`src/rtl/decode_issue.sv`:
```
// decode_issue: RV32I decode/issue stage with RAW scoreboard and one output register toward execute.
// Optional writeback bypass into the operands is enabled by defining DECODE_WB_BYPASS_EN.
module decode_issue #(
   parameter int XLEN = 32,
   parameter int NREG = 32
) (
   input  logic            clk,
   input  logic            reset,
   input  logic            en,
   input  logic [31:0]     instr,
   input  logic            instr_valid,
   output logic            instr_ready,
   output logic [4:0]      rs1,
   output logic [4:0]      rs2,
   output logic            readEn,
   input  logic [XLEN-1:0] readOut1,
   input  logic [XLEN-1:0] readOut2,
   input  logic            wb_valid,
   input  logic [4:0]      wb_rd,
   input  logic [XLEN-1:0] wb_data,
   output logic            ex_valid,
   input  logic            ex_ready,
   output logic [6:0]      ex_opcode,
   output logic [2:0]      ex_funct3,
   output logic [6:0]      ex_funct7,
   output logic [4:0]      ex_rd,
   output logic [XLEN-1:0] ex_rs1_val,
   output logic [XLEN-1:0] ex_rs2_val,
   output logic [31:0]     ex_imm,
   output logic            ex_regwrite,
   output logic            ex_illegal
);
   logic [6:0]      opc;
   logic [4:0]      rd;
   logic            is_r, is_i, is_s, is_b, is_u, is_j;
   logic            uses1, uses2, regwrite, illegal;
   logic            byp1, byp2, hazard, slot_free, issue;
   logic [31:0]     imm;
   logic [XLEN-1:0] op1, op2;
   logic [NREG-1:0] pend, clr, set;

   assign opc = instr[6:0];
   assign rd  = instr[11:7];
   assign rs1 = instr[19:15];
   assign rs2 = instr[24:20];
   assign readEn = instr_valid & en;

   assign is_r = opc == 7'b0110011;
   assign is_i = opc == 7'b0010011 || opc == 7'b0000011 || opc == 7'b1100111;
   assign is_s = opc == 7'b0100011;
   assign is_b = opc == 7'b1100011;
   assign is_u = opc == 7'b0110111 || opc == 7'b0010111;
   assign is_j = opc == 7'b1101111;

   assign uses1    = is_r | is_i | is_s | is_b;
   assign uses2    = is_r | is_s | is_b;
   assign illegal  = !(is_r | is_i | is_s | is_b | is_u | is_j);
   assign regwrite = (is_r | is_i | is_u | is_j) & (rd != 5'd0);

   always_comb begin
      imm = is_i ? {{20{instr[31]}}, instr[31:20]} :
            is_s ? {{20{instr[31]}}, instr[31:25], instr[11:7]} :
            is_b ? {{19{instr[31]}}, instr[31], instr[7], instr[30:25], instr[11:8], 1'b0} :
            is_u ? {instr[31:12], 12'b0} :
            is_j ? {{11{instr[31]}}, instr[31], instr[19:12], instr[20], instr[30:21], 1'b0} :
                   32'd0;
   end

`ifdef DECODE_WB_BYPASS_EN
   // A retiring producer forwards its data so the consumer issues in the same cycle.
   assign byp1 = wb_valid & (wb_rd == rs1) & pend[rs1];
   assign byp2 = wb_valid & (wb_rd == rs2) & pend[rs2];
`else
   assign byp1 = 1'b0;
   assign byp2 = 1'b0;
`endif

   assign op1 = byp1 ? wb_data : readOut1;
   assign op2 = byp2 ? wb_data : readOut2;

   assign hazard      = (uses1 & pend[rs1] & !byp1) | (uses2 & pend[rs2] & !byp2);
   assign slot_free   = !ex_valid | ex_ready;
   assign instr_ready = en & !hazard & slot_free;
   assign issue       = instr_valid & instr_ready;

   // The set is applied after the clear so a same-edge reissue of the register stays pending.
   assign clr = wb_valid ? (NREG'(1) << wb_rd) : '0;
   assign set = (issue & regwrite) ? (NREG'(1) << rd) : '0;

   always_ff @(posedge clk or posedge reset) begin
      if (reset) begin
         pend        <= '0;
         ex_valid    <= 1'b0;
         ex_opcode   <= '0;
         ex_funct3   <= '0;
         ex_funct7   <= '0;
         ex_rd       <= '0;
         ex_rs1_val  <= '0;
         ex_rs2_val  <= '0;
         ex_imm      <= '0;
         ex_regwrite <= 1'b0;
         ex_illegal  <= 1'b0;
      end else if (en) begin
         pend <= ((pend & ~clr) | set) & ~NREG'(1);
         if (issue) begin
            ex_valid    <= 1'b1;
            ex_opcode   <= opc;
            ex_funct3   <= instr[14:12];
            ex_funct7   <= instr[31:25];
            ex_rd       <= rd;
            ex_rs1_val  <= op1;
            ex_rs2_val  <= op2;
            ex_imm      <= imm;
            ex_regwrite <= regwrite;
            ex_illegal  <= illegal;
         end else if (ex_ready & ex_valid) begin
            ex_valid <= 1'b0;
         end
      end
   end
endmodule

```
`config.mk`:
```
export PLATFORM = sky130hd
export DESIGN_NAME = decode_issue
export DESIGN_NICKNAME = d
export VERILOG_FILES = /design/src/rtl/decode_issue.sv
export SDC_FILE = /design/constraint.sdc
export NUM_CORES = 1
export LEC_CHECK = 0
export ABC_AREA = 1
export BUFFER_PORTS_ARGS = -buffer_cell sky130_fd_sc_hd__buf_4
export CAP_MARGIN = 20
export CORE_MARGIN = 2
export CORE_UTILIZATION = 35
export DETAILED_ROUTE_END_ITERATION = 8
export GPL_ROUTABILITY_DRIVEN = 0
export PLACE_DENSITY = 0.71
export SLEW_MARGIN = 10
export SYNTH_ARGS = -nofsm -noshare
export SYNTH_HDL_FRONTEND = slang
export SYNTH_SLANG_ARGS = --single-unit
```
`constraint.sdc`:
```
create_clock -name clk -period 6.15 [get_ports clk]
set_clock_uncertainty 0.15 [all_clocks]
set_input_delay 1.23 -clock clk [delete_from_list [all_inputs] [get_ports clk]]
set_output_delay 1.23 -clock clk [all_outputs]
set_load 0.05 [all_outputs]
```
# == Yosys cells after proc, flatten, opt, wreduce, memory -nomap -nowiden ==
# Index checks and enable logic that the tools add are counted.
# op_classes
order_cmp,2
n_eq_ne,9
shift,2
muxes,13
bitwise_logic,23
reduce_logical,10
# ops
op,n
32-bit two-way mux,7
1-bit by 5-bit left shift with 32-bit output (first input constant),2
32-bit bitwise AND,1
32-bit inverter,1
32-bit OR,1
7-bit by 6-bit == test with 1-bit output (second input constant),3
7-bit == test (second input constant),3
7-bit by 5-bit == test with 1-bit output (second input constant),2
5-bit by 6-bit < comparator with 1-bit output (second input constant),2
1-bit OR,11
1-bit binary-select mux with 5-bit select,2
1-bit bitwise AND,9
7-bit by 2-bit == test with 1-bit output (second input constant),1
5-bit nonzero test,1
1-bit two-way mux,4
2-bit AND reduction,2
1-bit logical NOT,3
1-bit logical OR,3
2-bit nonzero test,1
# totals
reg_bits,152
output_inout_bits,133
word_cells,70

# == Depth between registers and ports, before layout ==
# depth
ltp_word,15
mapped_depth,17

# == Worst setup path after synthesis ==
# Ideal clock, no wire load.
# synth_path
path_type,input to output
start,input port instr[15]
end,output port instr_ready
arrival_time_ns,2.585
t_required_ns,4.770
slack_ns,2.185
stages,10
path_cell_list,buf_4 -> buf_2 -> a21oi_1 -> o21ai_1 -> nand3_1 -> nand3_1 -> a21oi_2 -> nor2_4 -> nor2_8 -> buf_2
# synth_between
elab_chain_cells,7
# synth_lines
item,line_no,rtl
start: declaration,10,"input logic [31:0] instr,"
1-bit binary-select mux with 5-bit select,81,assign hazard = (uses1 & pend[rs1] & !byp1) | (uses2 & pend[rs2] & !byp2);
1-bit two-way mux (implied by the code),81,
1-bit bitwise AND,81,
1-bit OR,81,
1-bit logical NOT,83,assign instr_ready = en & !hazard & slot_free;
1-bit bitwise AND (2 in series),83,
end: declaration,12,"output logic instr_ready,"
# No other way between the ends. The select of a mux whose other input is x is not followed.

# == Worst setup path after layout ==
# layout_path
start,input port instr[20]
end,output port instr_ready
# The elaborated chain is that of the path after synthesis.

==> flow_summary_export.csv <==
group,metric,value,unit
global_route,grt_max_degree,102,
critical_path,path_cells,"buf_4 > clkinv_2 > nand2_1 > nand2_1 > nand2_1 > nand3_1 > nand3_1 > nand3_1 > nand3_1 > nand2_1 > nor2_8 > buf_4",
logic_synthesis,synth_top_area_share,49.3,%
logic_synthesis,yosysTopAreaCell,"dfrtp_1",
run_status,status,"completed",
global_route,grt_pass1_wl,39.3,mm
logic_synthesis,synth-seq-area-share,49.3,%
critical_path,cp_max_fo,20,
logic_synthesis,ys.flop_type,"dfrtp_1",
routing,vias,7606,
critical_path,required,4770,ps
cts,cts_hold_buf,0,
floorplanning,std_cell_rows,54,
logic_synthesis,yosysUniqueCellTypes,31,
timing,hold_viol_final,0,
final_layout,fill_cells,2177,
floorplanning,io_pins,272,
critical_path,cp.buffers_inverters,3,
critical_path,critPathLaunchType,"primary input",
logic_synthesis,syn_area,7710,µm²
routing,ant_nets,0,
hold_path,worstHoldPathType,"reg2reg",
global_route,grt.met3_usage,5.86,%
routing,remaining_drc_errors,0,
logic_synthesis,synth_fp_nets,1152,
final_layout,area_growth,30.5,%
logic_synthesis,avgSynthCellArea,7.61,µm²
timing,finalCritPeriodShare,69.8,%
floorplanning,dieArea,23200,µm²
critical_path,crit_start,"instr[20]",
cts,post-cts-setup-buffers,0,
timing,fin_setup_tns,0,ps
timing,max_freq,0.233,GHz
cts,post_cts_resize_count,0,
global_route,grt_remaining_overflow,0,
timing,rsz0062_at_grt,"false",
final_layout,finalNonFillerCells,1497,
logic_synthesis,syn_inst,1013,
logic_synthesis,ys_seq_elements,152,
critical_path,ff2ff_setup_slack,3370,ps
final_layout,drive_above_1_share,24.2,%
logic_synthesis,synth_edf_count,0,
cts,cts_tree,"built",
timing,finalSetupViolCount,0,
critical_path,crit_cells,12,
pwr,ir_drop,0.168,mV
cts,insertion_delay,430,ps
floorplanning,start_util,35.5,%
cts,clkTransAtPathRegs,60,ps
placed_design,io_buffers,239,
final_layout,diodes,0,
final_layout,final_nets,1343,
critical_path,endpoint,"instr_ready",
final_layout,fin_util,46.4,%
routing,drt_iter0_drc,464,
routing,first_pass_iters,5,
timing,slew_headroom,32.5,%
routing,wl,24.1,mm
placed_design,placedCellCount,1465,
floorplanning,die_h,152,µm
placed_design,dpl.hpwl,16.7,mm
job,drv_cap,0,
global_route,grt_pass1_vias,7337,
cts,htree_levels,4,
cts,root_buffer,"clkbuf_16",
global_route,antenna_found_initial,0,
critical_path,cpPeakStageDelay,270,ps
timing,finalMaxSlewViolations,0,
critical_path,r2r_start,"pend[21]",
critical_path,rr_endpoint,"ex_imm[10]",
critical_path,setup.worst_path.class,"in2out",
global_route,grt_use_met1,28.4,%
timing,fin_crit,4290,ps
routing,wl_per_cell,16.1,µm
cts,clockBufferDepth,2,
global_route,grt_use_total,20.9,%
hold_path,min_from,"ex_funct3[0]",
global_route,busiest_layer,"met2",
critical_path,worstPathArrival,2910,ps
critical_path,end_kind,"output port",
logic_synthesis,yosys_warnings,0,
floorplanning,die_w,152,µm
pwr,p_leak,5.38,nW
routing,vias_per_cell,5.08,
cts,cts.sinks,152,
logic_synthesis,ys_async_sr_fraction,100,%
timing,tightest_slew,1010,ps
critical_path,reg2regPathDepth,12,
floorplanning,coreArea,21700,µm²
critical_path,cp_top_family,"simple AND/OR/NAND/NOR gates",
pwr,p_per_area,323,nW/µm²
logic_synthesis,ys_top_cells_by_area,"dfrtp_1 (49%), nand2_1 (19%), nand3_1 (12%), nand4_1 (3.3%), o21ai_0 (3.2%)",
cts,numCtsBuffers,17,
global_route,globalRouteMet2Util,32.3,%
pwr,finalPower,3.25,mW
critical_path,critPathSlowestCell,"clkinv_2",
-- cell usage in the layout, fill, tap and decap left out, drive strengths merged --
cell type,instances
dfrtp,152
inv,54
clkinv,10
nand2,391
buf,246
nor3b,2
o2111ai,1
nor4,1
o31ai,1
clkinvlp,2
clkbuf,18
o21ai,55
nand3,180
nand3b,1
nor3,13
nand4,41
a21oi,9
bufinv,1
nor2,39
-- sequential cells by signal, summed over array words and instances, names as in the netlist --
| register | flops |
|---|---|
| ex_imm | 32 |
| ex_rs1_val | 32 |
| ex_rs2_val | 32 |
| pend | 31 |
| ex_funct7 | 7 |
| ex_opcode | 7 |
| ex_rd | 5 |
| ex_funct3 | 3 |
| ex_illegal | 1 |
| ex_regwrite | 1 |
| ex_valid | 1 |
-- cells in the mapped netlist, types with 3 or more instances --
master / count
a21oi_1: 8
buf_1: 12
buf_2: 11
buf_4: 21
buf_6: 10
clkbuf_1: 20
clkinv_1: 3
dfrtp_1: 152
inv_1: 43
inv_2: 6
nand2_1: 389
nand3_1: 180
nand4_1: 41
nor2_1: 35
nor3_1: 11
o21ai_0: 50
o21ai_1: 4
-- worst reg2reg max path, stage by stage, from the launching register on --
cell	delay (ps)
dfrtp_1	440
inv_1	80
nand2_1	50
nand3_1	80
nand3_1	90
nand3_1	100
nand3_1	70
nand3_1	140
nand2_1	150
nor2_8	150
buf_4	760
nand4_1	300
nand2_1	130
-- worst min path at each step --
stage | to | slack (ps) | cells after the start
finish | ex_funct3[0] | 320 | 2
global route | ex_rs1_val[11] | 350 | 2
CTS | ex_rs2_val[30] | 330 | 2
detailed placement | ex_rs2_val[30] | 310 | 2
global placement | ex_imm[12] | 300 | 2
floorplan | pend[16] | 320 | 2
-- report_power, final --
group,switching (mW),internal [mW],total (mW)
Sequential,0.0687,1.12,1.19
Clock,0.480,0.576,1.06
Combinational,0.726,0.274,1.00
-- metal layers --
layer	vias up	routed length (µm)
li1	3684	-
met1	3556	10500
met2	328	11100
met3	38	2050
met4	0	493
met5	-	0
-- cell families after synthesis --
kind of cell           Yosys count  share of synthesized area (%)
AOI/OAI and AO/OA               66                           4.46
and+or+nand+nor                668                           37.8
DFF                            152                           49.3
buffers and inverters          127                           8.38
-- layout make-up --
class / count / area [µm²] / area share [%]
sequential: 152 / 3800 / 37.8
multi-input combinational: 734 / 3260 / 32.4
clock inverter: 14 / 164 / 1.63
tap: 280 / 350 / 3.48
timing repair buffer: 246 / 1850 / 18.4
clock buffer: 18 / 429 / 4.26
inverter: 53 / 205 / 2.04
-- stage by stage --
step	worst slack (ps)	hold slack, ps	instance area (µm²)
6_report	1860	321	10100
5_1_grt	1770	348	10100
4_1_cts	1920	326	10100
3_5_place_dp	1920	309	9470
3_3_place_gp	1920	304	9470
2_1_floorplan	677	320	7710
No activity file was read; power rests on OpenSTA's default activity.
